### src/rtl/serial_add_ctrl.sv
// serial_add_ctrl
//   Bit-serial adder controller. Two WIDTH-bit operands are added LSB-first,
//   one bit per clock, by two chained 1-bit half-adder cells and a carry
//   register. A requester starts an add with a start/done handshake.
//
//   Ports
//     clk    in   1      single clock, rising edge
//     rst    in   1      asynchronous, active-high reset
//     start  in   1      request; only looked at while idle
//     op_a   in   WIDTH  operand A, captured on the accepting edge
//     op_b   in   WIDTH  operand B, captured on the accepting edge
//     busy   out  1      high while the serial add is running
//     done   out  1      one-cycle pulse; sum/cout are valid
//     sum    out  WIDTH  (op_a + op_b) mod 2^WIDTH
//     cout   out  1      carry out of the top bit
//
//   An add takes WIDTH cycles in RUN followed by one DONE cycle. A new start
//   can be taken on the edge after DONE, so one add completes every WIDTH+2
//   cycles. sum/cout are written only on the last RUN edge and then hold.

module half_adder_cell (
    input  logic a,
    input  logic b,
    output logic s,
    output logic c
);

    // Plain 1-bit half adder: sum is the XOR, carry is the AND.
    assign s = a ^ b;
    assign c = a & b;

endmodule

module serial_add_ctrl #(
    parameter int WIDTH = 8
) (
    input  logic             clk,
    input  logic             rst,
    input  logic             start,
    input  logic [WIDTH-1:0] op_a,
    input  logic [WIDTH-1:0] op_b,
    output logic             busy,
    output logic             done,
    output logic [WIDTH-1:0] sum,
    output logic             cout
);

    localparam int CNT_W = $clog2(WIDTH);

    typedef enum logic [1:0] {
        IDLE = 2'd0,
        RUN  = 2'd1,
        DONE = 2'd2
    } state_t;

    state_t             state;
    state_t             state_next;
    logic [WIDTH-1:0]   shift_a;
    logic [WIDTH-1:0]   shift_b;
    logic [WIDTH-1:0]   acc;
    logic               carry;
    logic [CNT_W-1:0]   cnt;
    logic               last_bit;
    logic               s1;
    logic               c1;
    logic               s2;
    logic               c2;
    logic               carry_next;
    logic [WIDTH-1:0]   acc_next;

    // The first cell adds the two operand bits, the second folds in the
    // carry from the previous bit. At most one of c1/c2 can be set, so an OR
    // is enough to form the outgoing carry.
    half_adder_cell ha1 (
        .a (shift_a[0]),
        .b (shift_b[0]),
        .s (s1),
        .c (c1)
    );

    half_adder_cell ha2 (
        .a (s1),
        .b (carry),
        .s (s2),
        .c (c2)
    );

    assign carry_next = c1 | c2;
    assign acc_next   = {s2, acc[WIDTH-1:1]};
    assign last_bit   = (cnt == CNT_W'(WIDTH - 1));

    // busy and done are decoded straight from the state so they change
    // exactly on state transitions and clear immediately on reset.
    assign busy = (state == RUN);
    assign done = (state == DONE);

    // State register. Reset drops straight back to IDLE from anywhere,
    // which also aborts an add in progress without a done pulse.
    always_ff @(posedge clk or posedge rst) begin
        if (rst) begin
            state <= IDLE;
        end else begin
            state <= state_next;
        end
    end

    // Next-state logic. start is only honoured in IDLE; while running or in
    // DONE it is ignored and nothing is remembered for later.
    always_comb begin
        state_next = state;
        case (state)
            IDLE: begin
                if (start) begin
                    state_next = RUN;
                end
            end
            RUN: begin
                if (last_bit) begin
                    state_next = DONE;
                end
            end
            DONE: begin
                state_next = IDLE;
            end
            default: begin
                state_next = IDLE;
            end
        endcase
    end

    // Datapath. Operands are captured on the accepting edge; each RUN edge
    // consumes one bit from each shifter and pushes one result bit into the
    // top of acc. The visible sum/cout are only loaded on the final bit so a
    // partially built result never appears on the outputs. The counter is
    // left alone on the final bit so it never needs to wrap.
    always_ff @(posedge clk or posedge rst) begin
        if (rst) begin
            shift_a <= '0;
            shift_b <= '0;
            acc     <= '0;
            carry   <= 1'b0;
            cnt     <= '0;
            sum     <= '0;
            cout    <= 1'b0;
        end else begin
            case (state)
                IDLE: begin
                    if (start) begin
                        shift_a <= op_a;
                        shift_b <= op_b;
                        carry   <= 1'b0;
                        cnt     <= '0;
                    end
                end
                RUN: begin
                    shift_a <= shift_a >> 1;
                    shift_b <= shift_b >> 1;
                    acc     <= acc_next;
                    carry   <= carry_next;
                    if (last_bit) begin
                        sum  <= acc_next;
                        cout <= carry_next;
                    end else begin
                        cnt  <= cnt + CNT_W'(1);
                    end
                end
                default: begin
                end
            endcase
        end
    end

endmodule
### config.mk
export PLATFORM = sky130hd
export DESIGN_NAME = serial_add_ctrl
export DESIGN_NICKNAME = d
export VERILOG_FILES = /design/src/rtl/serial_add_ctrl.sv
export SDC_FILE = /design/constraint.sdc
export NUM_CORES = 1
export LEC_CHECK = 0
export BUFFER_PORTS_ARGS = -buffer_cell sky130_fd_sc_hd__buf_4
export CAP_MARGIN = 15
export CORE_MARGIN = 4
export CORE_UTILIZATION = 38
export CTS_CLUSTER_DIAMETER = 80
export DETAILED_ROUTE_END_ITERATION = 6
export PLACE_DENSITY_LB_ADDON = 0.05
export SYNTH_ARGS = -nofsm -noshare
export SYNTH_HDL_FRONTEND = slang
export SYNTH_HIERARCHICAL = 1
export SYNTH_SLANG_ARGS = --single-unit
### constraint.sdc
create_clock -name clk -period 2.37 [get_ports clk]
set_input_delay 0.237 -clock clk [delete_from_list [all_inputs] [get_ports clk]]
set_output_delay 0.237 -clock clk [all_outputs]
set_load 0.01 [all_outputs]
# Word-level counts from Yosys, hierarchy flattened
# Cells that the tools add are included.
[word_totals]
register_bits = 39
latchBits = 0
ram_bits = 0
rom_bits = 0
out_inout_bits = 11
word_cells = 38
n_memories = 0
[classes]
addsub = 1
mul = 0
div_mod_pow = 0
magnitude_cmp = 0
n_eq_ne = 6
shifts = 0
mux = 12
bitwise = 5
reduce_logical = 6
[ops]
columns = ["cell", "n"]
rows = [
  ["one-hot mux 8 bit (2 select lines)", 2],
  ["2-to-1 mux 8 bit", 2],
  ["2-to-1 mux 3 bit", 2],
  ["one-hot mux 3 bit (2 select lines)", 1],
  ["AND reduction 2 bit", 3],
  ["2-to-1 mux 2 bit", 2],
  ["inequality test 2 bit, second input constant", 2],
  ["one-hot mux 2 bit (2 select lines)", 1],
  ["adder 3 x 1 -> 3 bit, second input constant", 1],
  ["equality test 3 bit, second input constant", 1],
  ["AND reduction 3 bit", 1],
  ["bitwise AND 1 bit", 2],
  ["equality test 2 x 1 -> 1 bit, second input constant", 1],
  ["equality test 2 bit, second input constant", 1],
  ["logical NOT 2 bit", 1],
  ["inequality test 2 x 1 -> 1 bit, second input constant", 1],
  ["one-hot mux 1 bit (2 select lines)", 1],
  ["nonzero test 2 bit", 1],
  ["XOR 1 bit", 2],
  ["2-to-1 mux 1 bit", 1],
  ["OR 1 bit", 1],
]

# Depth between registers and ports, before layout
# Gate-level depths: netlist of run 1.
[logic_depth]
word_depth = 4
ltp_mapped = 6

# Hierarchy
# Netlist of run 1, hierarchy kept.
[by_module_without_submodules]
columns = ["mod", "instances", "cells_per_inst", "area_each_um2"]
rows = [
  ["serial_add_ctrl", 1, 158, 1756.7],
  ["half_adder_cell", 2, 1, 12.5],
]

# Worst setup path before layout of run 1
# Ideal clock, no wire load.
[synth_timing]
path_type = "register to register"
from = "register cnt[0]"
to = "register sum[0]"
setup_ns = 0.125
arrival_time_ns = 1.380
required_ns = 2.245
path_slack_ns = 0.865
path_stages_with_launch = 6
path_cell_list = "dfrtp_1 -> ha_1 -> ha_1 -> nand3b_4 -> buf_6 -> mux2_4"
[synth_between]
elab_chain_cells = 2
[synth_rtl]
columns = ["element", "line_no", "text"]
rows = [
  ["start: declaration", "62", "logic [CNT_W-1:0] cnt;"],
  ["start signal: assignment", "164", "cnt <= cnt + CNT_W'(1);"],
  ["equality test 3 bit", "90", "assign last_bit = (cnt == CNT_W'(WIDTH - 1));"],
  ["AND reduction 2 bit (no source line)", "-", ""],
  ["end signal: assignment", "161", "sum <= acc_next;"],
  ["end: declaration", "44", "output logic [WIDTH-1:0] sum,"],
]
# Every way passes these cells.
# A chain may end at the register's enable or synchronous reset.

# Worst setup path after layout of run 1
[layout_timing]
from = "register state[1]"
to = "output busy"
[layout_between]
elab_chain_cells = 1
[layout_rtl]
columns = ["element", "line_no", "text"]
rows = [
  ["start: declaration", "56", "state_t state;"],
  ["start signal: assignment", "103", "state <= state_next;"],
  ["equality test 2 x 1 -> 1 bit", "94", "assign busy = (state == RUN);"],
  ["end: declaration", "42", "output logic busy,"],
]
# Every way passes these cells.

==> results of run 1 <==
==> routing by layer <==
layer / global-route usage (%) / share of wire [%]
met4: 4.348 / 0.63
met1: 17.92 / 49
met5: 0 / 0
met3: 4.846 / 3.8
met2: 21.35 / 47
==> state kept, by name (all words and copies together), names as in the netlist <==
| register | count |
|---|---|
| state | 2 |
| cout | 1 |
| shift_a | 8 |
| cnt | 3 |
| acc | 7 |
| sum | 8 |
| shift_b | 8 |
| carry | 1 |
==> through the flow <==
| stage | hold slack, ns | setup slack (ns) | utilization [%] | std cells | power, mW |
|---|---|---|---|---|---|
| CTS | 0.07513 | 0.3968 | 47.55 | 243 | 2.721 |
| detailed placement | 0.3936 | 0.7042 | 45.41 | 235 | 2.245 |
| floorplan | 0.3695 | 0.8650 | - | 160 | 1.916 |
| finish | 0.05652 | 0.4111 | 47.55 | 243 | 2.679 |
| global placement | 0.3851 | 0.7378 | 45.41 | 235 | 2.196 |
| global route | 0.1117 | 0.2910 | 47.55 | 243 | 2.900 |
==> power breakdown <==
part / internal (mW) / total (mW) / switching (mW)
Clock: 0.234 / 0.462 / 0.228
Combinational: 0.523 / 1.02 / 0.502
Sequential: 0.942 / 1.19 / 0.250
==> path summary, 6_finish.rpt <==
| path | end | slack (ns) | depth (start not counted) |
|---|---|---|---|
| worst max register to register | sum[2] | 0.70 | 2 |
| worst min-delay path | sum[0] | 0.06 | 3 |
| worst min register to register | acc[1] | 0.50 | 2 |
| max in group asynchronous | sum[5] | 1.98 | 3 |
| worst max-delay path | busy | 0.41 | 3 |
| min in group clk | shift_a[7] | 0.17 | 2 |
==> worst max-delay path: cells and delay by family (launching register included) <==
kind / cells / cell delay [ns]
simple gates: 1 / 0.25
flops: 1 / 0.75
buf+inv: 2 / 0.42
==> layout by cell type, fill, tap and decap left out, types with 2 or more instances in the layout <==
master / n
ha_1: 4
a21oi_1: 12
mux2_4: 7
nor2_1: 5
dfrtp_1: 38
a211oi_2: 2
o22ai_1: 11
nand2b_1: 2
a22o_1: 2
nor4b_2: 2
a22oi_1: 2
clkbuf_8: 6
buf_4: 31
o21ai_1: 4
nand2_1: 27
nor3b_1: 5
o22a_1: 5
inv_1: 8
nor3_1: 3
==> cell families after synthesis <==
family | Yosys count
AO/OA/AOI/OAI | 42
adder cells (fa/ha/maj) | 4
buffers and inverters | 18
flip-flops | 38
multiplexers | 8
AND/OR/NAND/NOR | 50
==> layout make-up <==
cell class                 count  area, um2  area share, %
inverter                      10      37.54          1.776
multi-input combinational    104      732.0          34.64
clock buffer                   6      82.58          3.908
timing repair buffer          31      232.7          11.01
clock inverter                 2      12.51         0.5921
tap                           52      65.06          3.079
sequential                    38      950.9          45.00
==> metrics, run 1 <==
Yosys warning count 6; hpwl dp 2.555 mm; fmax 510.5 MHz; Total GRT Usage 13.74%; Final Cycle Share 82.66%; xor/xnor share of the synthesized area 0%; gpl congestion 0.7168; Num Clock Sinks 38; Max stage delay on crit path 0.75 ns; Reg clk slew, reported paths 0.07 ns; ranking of synthesized cells by area dfrtp_1 53%, mux2_4 5.9%, nand2_1 5.7%, o22ai_1 3.9%, a21oi_1 3.4%; mux share of post-synthesis cell area 6.531%; CP Cell Sequence nand2b_2 -> clkinv_1 -> buf_4; first-pass GRT wire length 6.320 mm; # hold bufs at CTS 0; FP Rows 24; Layout Skew 0.003364 ns; largest net degree at the start of global routing 39; fraction of layout cells with a size suffix above 1 29.32%; antenna violations before repair 0; synthesized area per cell 11.14 um2; Ports 30; CP max stage cell dfrtp_1; Synth Area in Simple Gates 15.45%; # Post-CTS Setup Buffers 0; total die area 5848 um2; Synth async-reset ratio 100.0%; Chip Height 76.48 um; fin crit period 1.959 ns; Leakage 1.015 nW; Pwr Density 1268 nW/um2; Starting DRT DRC Count 61; Main synth FF type dfrtp_1; largest family of logic cells by synthesized area compound AO/OA/AOI/OAI gates; Crit path arrival time 1.72 ns; Post-route DRC 0; Slew @ Worst Pin 0.8252 ns; routed length per instance 15.04 um; Worst Path Required 2.13 ns; number of port buffers 29; WL final 3.654 mm; Setup crit end kind output port; setup TNS 0 ns; slew margin rel. 44.98%; reg-to-reg critical path startpoint state[0]; Final Setup Violations 0; max cap viols 0; CTS H-Tree Depth 2; peak supply drop 0.0005774 V; Core ar. 4444 um2; total congestion overflow 0; Synth Area in Compound Gates 16.29%; Fillers 432; Post-synth top cells 38 x dfrtp_1, 27 x nand2_1, 12 x a21oi_1; Die Span X 76.48 um; TritonCTS Buffers 5; DR pass1 iterations 4; Ant. Diodes 0; Clock Latency Late Sink 0.29 ns; cell with the most instances after synthesis dfrtp_1; DP Area 2018 um2; RSZ-0062 raised after global routing false; initial core utilization 40.09%; CP startpoint state[1]; antenna viol nets, final 0; library cells used by synthesis 33; Clock Path Buffers 2; Synth Area in Adders 2.809%; Seq/Total Area, Yosys 53.37%; post-route design area 2113 um2; register bit total from synthesis 38; final hold viol count 0; Resized Gates After CTS 0; Synth Instances 160; post-synth top area share 53.37%; vias in the first global route 1300; CTS tree yes; crit-path max FO 19; number of enable flip-flop cells after synthesis 0; synthesized cell area 1782 um2; leading area contributor after synthesis dfrtp_1; startpoint types flip-flop; Pins Over Slew Limit 0; Root Buffer clkbuf_8; Final #Nets 213; syn nets 183; Setup Crit Path Kind flip-flop to output port; worst min path class input port to asynchronous set/reset pin; DR vias 1268; status finished, final reports clean; Area Overhead vs Synth 18.61%; Vias per Instance 5.218
Power figures use the tool's default switching activity.
==> run 2: changes to the inputs <==
- ABC_AREA: default -> 1
- clock period: 2.37 -> 1.8 ns (I/O delays scaled with it)
==> metrics, run 2 <==
status finished, final reports clean; leading area contributor after synthesis dfrtp_1; Pins Over Slew Limit 0 (unchanged); Starting DRT DRC Count 96 (+57%); Yosys warning count 6 (unchanged); Main synth FF type dfrtp_1; Ant. Diodes 0 (unchanged); most common cell after layout, fill and taps aside nand2_1; Num Clock Sinks 38 (unchanged); top flop regs shift_a (8), shift_b (8), sum (8); fmax 667.5 MHz; WHS 0.003306 ns (-0.05321 ns); Synth Instances 209 (+31%); Ports 30 (unchanged); setup TNS 0 ns (unchanged); synthesized cell area 1768 um2 (-0.77%); fraction of layout cells with a size suffix above 1 23.97% (-5.4 points); total congestion overflow 0 (unchanged); slew margin rel. 67.94% (+23 points); DR vias 1398 (+10%); CP max stage cell dfrtp_1; most frequent cells in the layout 100 x nand2_1, 38 x dfrtp_1, 34 x buf_4; Slew @ Worst Pin 0.4790 ns (-0.3462 ns); Clock Latency Late Sink 0.29 ns (about the same); routed length per instance 12.10 um (-20%); Synth async-reset ratio 100.0% (unchanged); gpl congestion 0.7397 (+3.2%); # Post-CTS Setup Buffers 0 (unchanged); library cells used by synthesis 16 (-52%); total die area 5808 um2 (-0.69%); # placed instances 286 (+22%); largest net degree at the start of global routing 39 (unchanged); Layout Cells excl Fill 294 (+21%); number of enable flip-flop cells after synthesis 0 (unchanged); Worst Path Required 1.62 ns (-0.51 ns); cell with the most instances after synthesis nand2_1; Post-route DRC 0 (unchanged); Leakage 1.163 nW (+15%); M1 GR Usage 15.48% (-2.4 points); post-synth top area share 53.79% (+0.42 points); met3 usage 4.492% (-0.35 points); FP Rows 24 (unchanged); Seq/Total Area, Yosys 53.79% (+0.42 points); CP Cell Sequence buf_4 -> inv_2 -> nor2_4 -> buf_4; Setup Crit Path Kind flip-flop to output port; Vias per Instance 4.755 (-8.9%); RSZ-0062 raised after global routing false; final hold viol count 0 (unchanged); Crit path arrival time 1.32 ns (-0.40 ns); Area Overhead vs Synth 19.32%; crit-path max FO 15 (-4); Post-synth top cells 100 x nand2_1, 38 x dfrtp_1, 18 x nand3_1; Root Buffer clkbuf_8; Tot Pwr 3.491 mW (+30%); WL final 3.558 mm (-2.6%); Reg clk slew, reported paths 0.08 ns (about the same); synthesized area per cell 8.459 um2 (-24%); max cap viols 0 (unchanged); number of port buffers 29 (unchanged); register bit total from synthesis 38 (unchanged); # hold bufs at CTS 0 (unchanged); initial core utilization 40.05% (about the same); Die Span X 76.21 um (-0.35%); TritonCTS Buffers 5 (unchanged); GR peak layer met2; ranking of synthesized cells by area dfrtp_1 54%, nand2_1 21%, nand3_1 5.1%, o21ai_2 4.0%, ha_1 2.8%; Total GRT Usage 13.14% (-0.61 points); CTS H-Tree Depth 2 (unchanged); Setup crit end kind output port; M2 GR Usage 22.09% (+0.74 points); antenna viol nets, final 0 (unchanged); vias in the first global route 1450 (+12%); first-pass GRT wire length 6.285 mm (-0.55%); peak supply drop 0.0007166 V (+24%); Resized Gates After CTS 0 (unchanged); Max stage delay on crit path 0.44 ns (-0.31 ns); antenna violations before repair 0 (unchanged); Pwr Density 1655 nW/um2 (+31%); fin crit period 1.498 ns; Final #Nets 264 (+24%); worst min path class input port to asynchronous set/reset pin; syn nets 232 (+27%); cell mode on critical path buf_4; Chip Height 76.21 um (-0.35%); CTS tree yes; Final Cycle Share 83.23%; Final Setup Violations 0 (unchanged); DR pass1 iterations 5 (+1); startpoint types flip-flop; Layout Skew 0.006066 ns (+0.002702 ns); hpwl dp 2.497 mm (-2.3%); Fillers 446 (+3.2%); Core ar. 4414 um2 (-0.68%); Clock Path Buffers 2 (unchanged)
run 2: cells by family (layout without fill, tap and decap cells):
group,after synthesis,after routing,share of synthesized area [%]
AOI/OAI and AO/OA,19,19,7.715
adders and majority gates,4,4,2.831
buffers and inverters,25,58,7.289
DFF,38,38,53.79
and+or+nand+nor,123,123,28.38
run 2: power breakdown:
group          total (mW)  internal, mW  switching [mW]
combinational        1.49         0.588           0.898
clock               0.583         0.272           0.311
sequential           1.42          1.22           0.205
run 2: worst max-delay path, delay by kind of cell, from the launching register on:
family,cells,cell delay (ns)
AND/OR/NAND/NOR,1,0.13
buffers and inverters,3,0.46
flip-flops,1,0.44
run 2: metrics by stage:
| stage | worst slack (ns) | util [%] | area, um2 |
|---|---|---|---|
| 5_1_grt | 0.2034 | 47.79 | 2110 |
| 3_3_place_gp | 0.4551 | 45.75 | 2019 |
| 2_1_floorplan | 0.5455 | - | 1768 |
| 4_1_cts | 0.2789 | 47.79 | 2110 |
| 6_report | 0.3019 | 47.79 | 2110 |
| 3_5_place_dp | 0.4085 | 45.75 | 2019 |
run 2: final timing paths:
check | from | slack (ns) | to | depth (start not counted)
setup / recovery | state[0] | 0.30 | busy | 4
hold / removal | rst | 0.003 | state[0] | 3
setup reg to reg | state[0] | 0.41 | shift_b[0] | 4
hold reg to reg | shift_b[4] | 0.48 | shift_b[4] | 2
max in group asynchronous | rst | 1.47 | shift_a[4] | 3
min in group clk | op_a[7] | 0.14 | shift_a[7] | 3
run 2: per-layer routing:
metal,vias up,part of all wire (%)
met5,-,0
met4,0,1.5
met3,7,5.0
met2,30,48
met1,647,46
li1,714,-
run 2: layout make-up:
| cell class | count | area (um2) | share of cell area (%) |
|---|---|---|---|
| clock buffer | 5 | 68.82 | 3.262 |
| clock inverter | 3 | 21.27 | 1.008 |
| inverter | 16 | 60.06 | 2.847 |
| multi-input combinational | 146 | 688.2 | 32.62 |
| sequential | 38 | 950.9 | 45.08 |
| tap | 52 | 65.06 | 3.084 |
| timing repair buffer | 34 | 255.2 | 12.10 |
==> run 3: changes to the inputs <==
- ABC_AREA: 1 -> 0
- clock period: 1.8 -> 1.3 ns (I/O delays scaled with it)
==> metrics, run 3 (synthesis gave the netlist of run 1 again) <==
status complete, but fails checks; violated checks negative setup slack; Final #Nets 241 (-8.7%); Slew @ Worst Pin 0.4898 ns (+0.01077 ns); largest net degree at the start of global routing 39 (unchanged); first-pass GRT wire length 6.955 mm (+11%); Setup crit end kind flip-flop; Vias per Instance 5.173 (+8.8%); Fillers 398 (-11%); DR pass1 iterations 4 (-1); Crit path arrival time 1.53 ns (+0.21 ns); Chip Height 76.48 um (+0.35%); worst reg2reg path endpoint sum[5]; crit-path max FO 5 (-10); most frequent cells in the layout 51 x buf_4, 36 x dfrtp_1, 27 x nand2_1; Worst Path Required 1.47 ns (-0.15 ns); setup TNS -0.2836 ns (-0.2836 ns); Pins Over Slew Limit 0 (unchanged); Post-route DRC 0 (unchanged); Ant. Diodes 0 (unchanged); fin crit period 1.357 ns; CTS H-Tree Depth 2 (unchanged); Reg2Reg Depth 4 (unchanged); slew margin rel. 67.35% (-0.60 points); FP Rows 24 (unchanged); TritonCTS Buffers 5 (unchanged); Die Span X 76.48 um (+0.35%); Final Cycle Share 104.4%; Clock Path Buffers 2 (unchanged); Leakage 1.194 nW (+2.7%); Final Setup Violations 8 (+8); Multi-input gate area 864.6 um2 (+26%); Pwr Density 2287 nW/um2 (+38%); peak supply drop 0.0009478 V (+32%); Reg clk slew, reported paths 0.07 ns (about the same); WL final 4.278 mm (+20%); Seq pwr share 37.0% (-3.7 points); Clk pwr share 14.7% (-2.0 points); Setup Crit Path Kind flip-flop to flip-flop; flop-to-flop setup slack -0.06 ns (-0.47 ns); startpoint types flip-flop; top flop regs shift_a (8), shift_b (8), sum (8); initial core utilization 40.09% (about the same); RSZ-0062 raised after global routing true; total die area 5848 um2 (+0.70%); most common cell after layout, fill and taps aside buf_4; antenna violations before repair 0 (unchanged); Clock Latency Late Sink 0.29 ns (about the same); Internal 3.644 mW (+75%); total congestion overflow 0 (unchanged); Root Buffer clkbuf_8; antenna viol nets, final 0 (unchanged); CP startpoint cnt[1]; sw frac 35.86% (-4.6 points); number of port buffers 29 (unchanged); Net Switching 2.037 mW (+44%); Critical Path Sink sum[5]; Core ar. 4444 um2 (+0.68%); Starting DRT DRC Count 76 (-21%); hpwl dp 2.818 mm (+13%); CTS tree yes; Total GRT Usage 15.21% (+2.1 points); utilization after layout 55.88% (+8.1 points); Logic pwr share 48.3% (+5.7 points); Area Overhead vs Synth 39.40%; routed length per instance 15.79 um (+30%); fraction of layout cells with a size suffix above 1 45.21% (+21 points); fmax 736.9 MHz; final hold viol count 0 (unchanged); FF+latch area 953.4 um2 (+0.26%); max cap viols 0 (unchanged); min setup slack post-route -0.05708 ns (-0.3590 ns); gpl congestion 0.7198 (-2.7%); DR vias 1402 (+0.29%); reg-to-reg critical path startpoint cnt[1]; worst min path class input port to flip-flop; vias in the first global route 1465 (+1.0%); Ports 30 (unchanged); Layout Skew 0.005429 ns (-0.0006369 ns); Num Clock Sinks 38 (unchanged)
-- run 3: cell count changes in the layout (fill, tap and decap cells not counted), moves of 5 or more --
cell / previous run / this run
a21oi_1: 0 / 11
buf_4: 34 / 51
inv_1: 12 / 7
mux2_4: 0 / 8
nand2_1: 100 / 27
nand3_1: 18 / 0
nor3b_1: 0 / 5
o21ai_1: 10 / 4
o21ai_2: 8 / 0
o22a_1: 0 / 5
o22ai_1: 0 / 11
-- run 3: area by class of cell --
class	instances	share of cell area (%)
clock inverters	1	0.2015
flip-flops and latches	38	38.39
multi-input cells	106	34.81
inverters	10	1.713
repair buffers	57	18.79
well taps	52	2.620
clock buffers	7	3.476
-- run 3: critical path, cell delays in order, from the launching register on --
cell      delay [ns]
dfrtp_1         0.39
ha_2            0.21
ha_4            0.18
nand3b_4        0.14
mux2_4          0.32
-- run 3: how the worst min path moves through the flow --
stage	depth (start not counted)	start	slack (ns)	to
2_1_floorplan	1	op_a[7]	0.26	shift_a[7]
3_3_place_gp	3	rst	0.28	cnt[1]
3_5_place_dp	3	rst	0.29	cnt[1]
4_1_cts	2	op_b[7]	0.05	shift_b[7]
5_1_grt	2	op_b[7]	0.05	shift_b[7]
6_report	2	op_b[7]	0.05	shift_b[7]
-- run 3: layer usage --
metal	part of all wire [%]	GRT usage, %
met1	44	17.77
met2	51	26.10
met3	4.0	4.374
met4	1.4	6.159
met5	0	0
-- run 3: timing repair --
item | in CTS | in global routing
setup endpoints to repair | 14 | 22
hold buffers | 1 | 0
pin swaps | 3 | 6
gates resized for setup | 11 | 18
gates cloned | 1 | 2
buffers inserted | 5 | 5
hold endpoints to repair | 38 | 0
-- run 3: power groups by stage --
| stage | registers, mW | clock network (mW) | logic [mW] |
|---|---|---|---|
| after floorplan | 2.08 | 0 | 1.45 |
| after global placement | 2.07 | 0 | 2.12 |
| after detailed placement | 2.10 | 0 | 2.23 |
| after CTS | 2.09 | 0.860 | 2.46 |
| after global routing | 2.17 | 0.907 | 3.05 |
| final | 2.10 | 0.834 | 2.74 |
-- run 3: per-stage QoR --
| stage | power [mW] | cells | instance area (um2) | setup WS, ns | hold slack, ns |
|---|---|---|---|---|---|
| after global placement | 4.192 | 249 | 2138 | -0.06132 | 0.2758 |
| after detailed placement | 4.329 | 249 | 2138 | -0.1024 | 0.2871 |
| after floorplan | 3.526 | 160 | 1800 | -0.07934 | 0.2625 |
| after CTS | 5.410 | 264 | 2337 | -0.05857 | 0.04741 |
| final | 5.681 | 271 | 2484 | -0.05708 | 0.05378 |
| after global routing | 6.130 | 271 | 2484 | -0.08545 | 0.04619 |
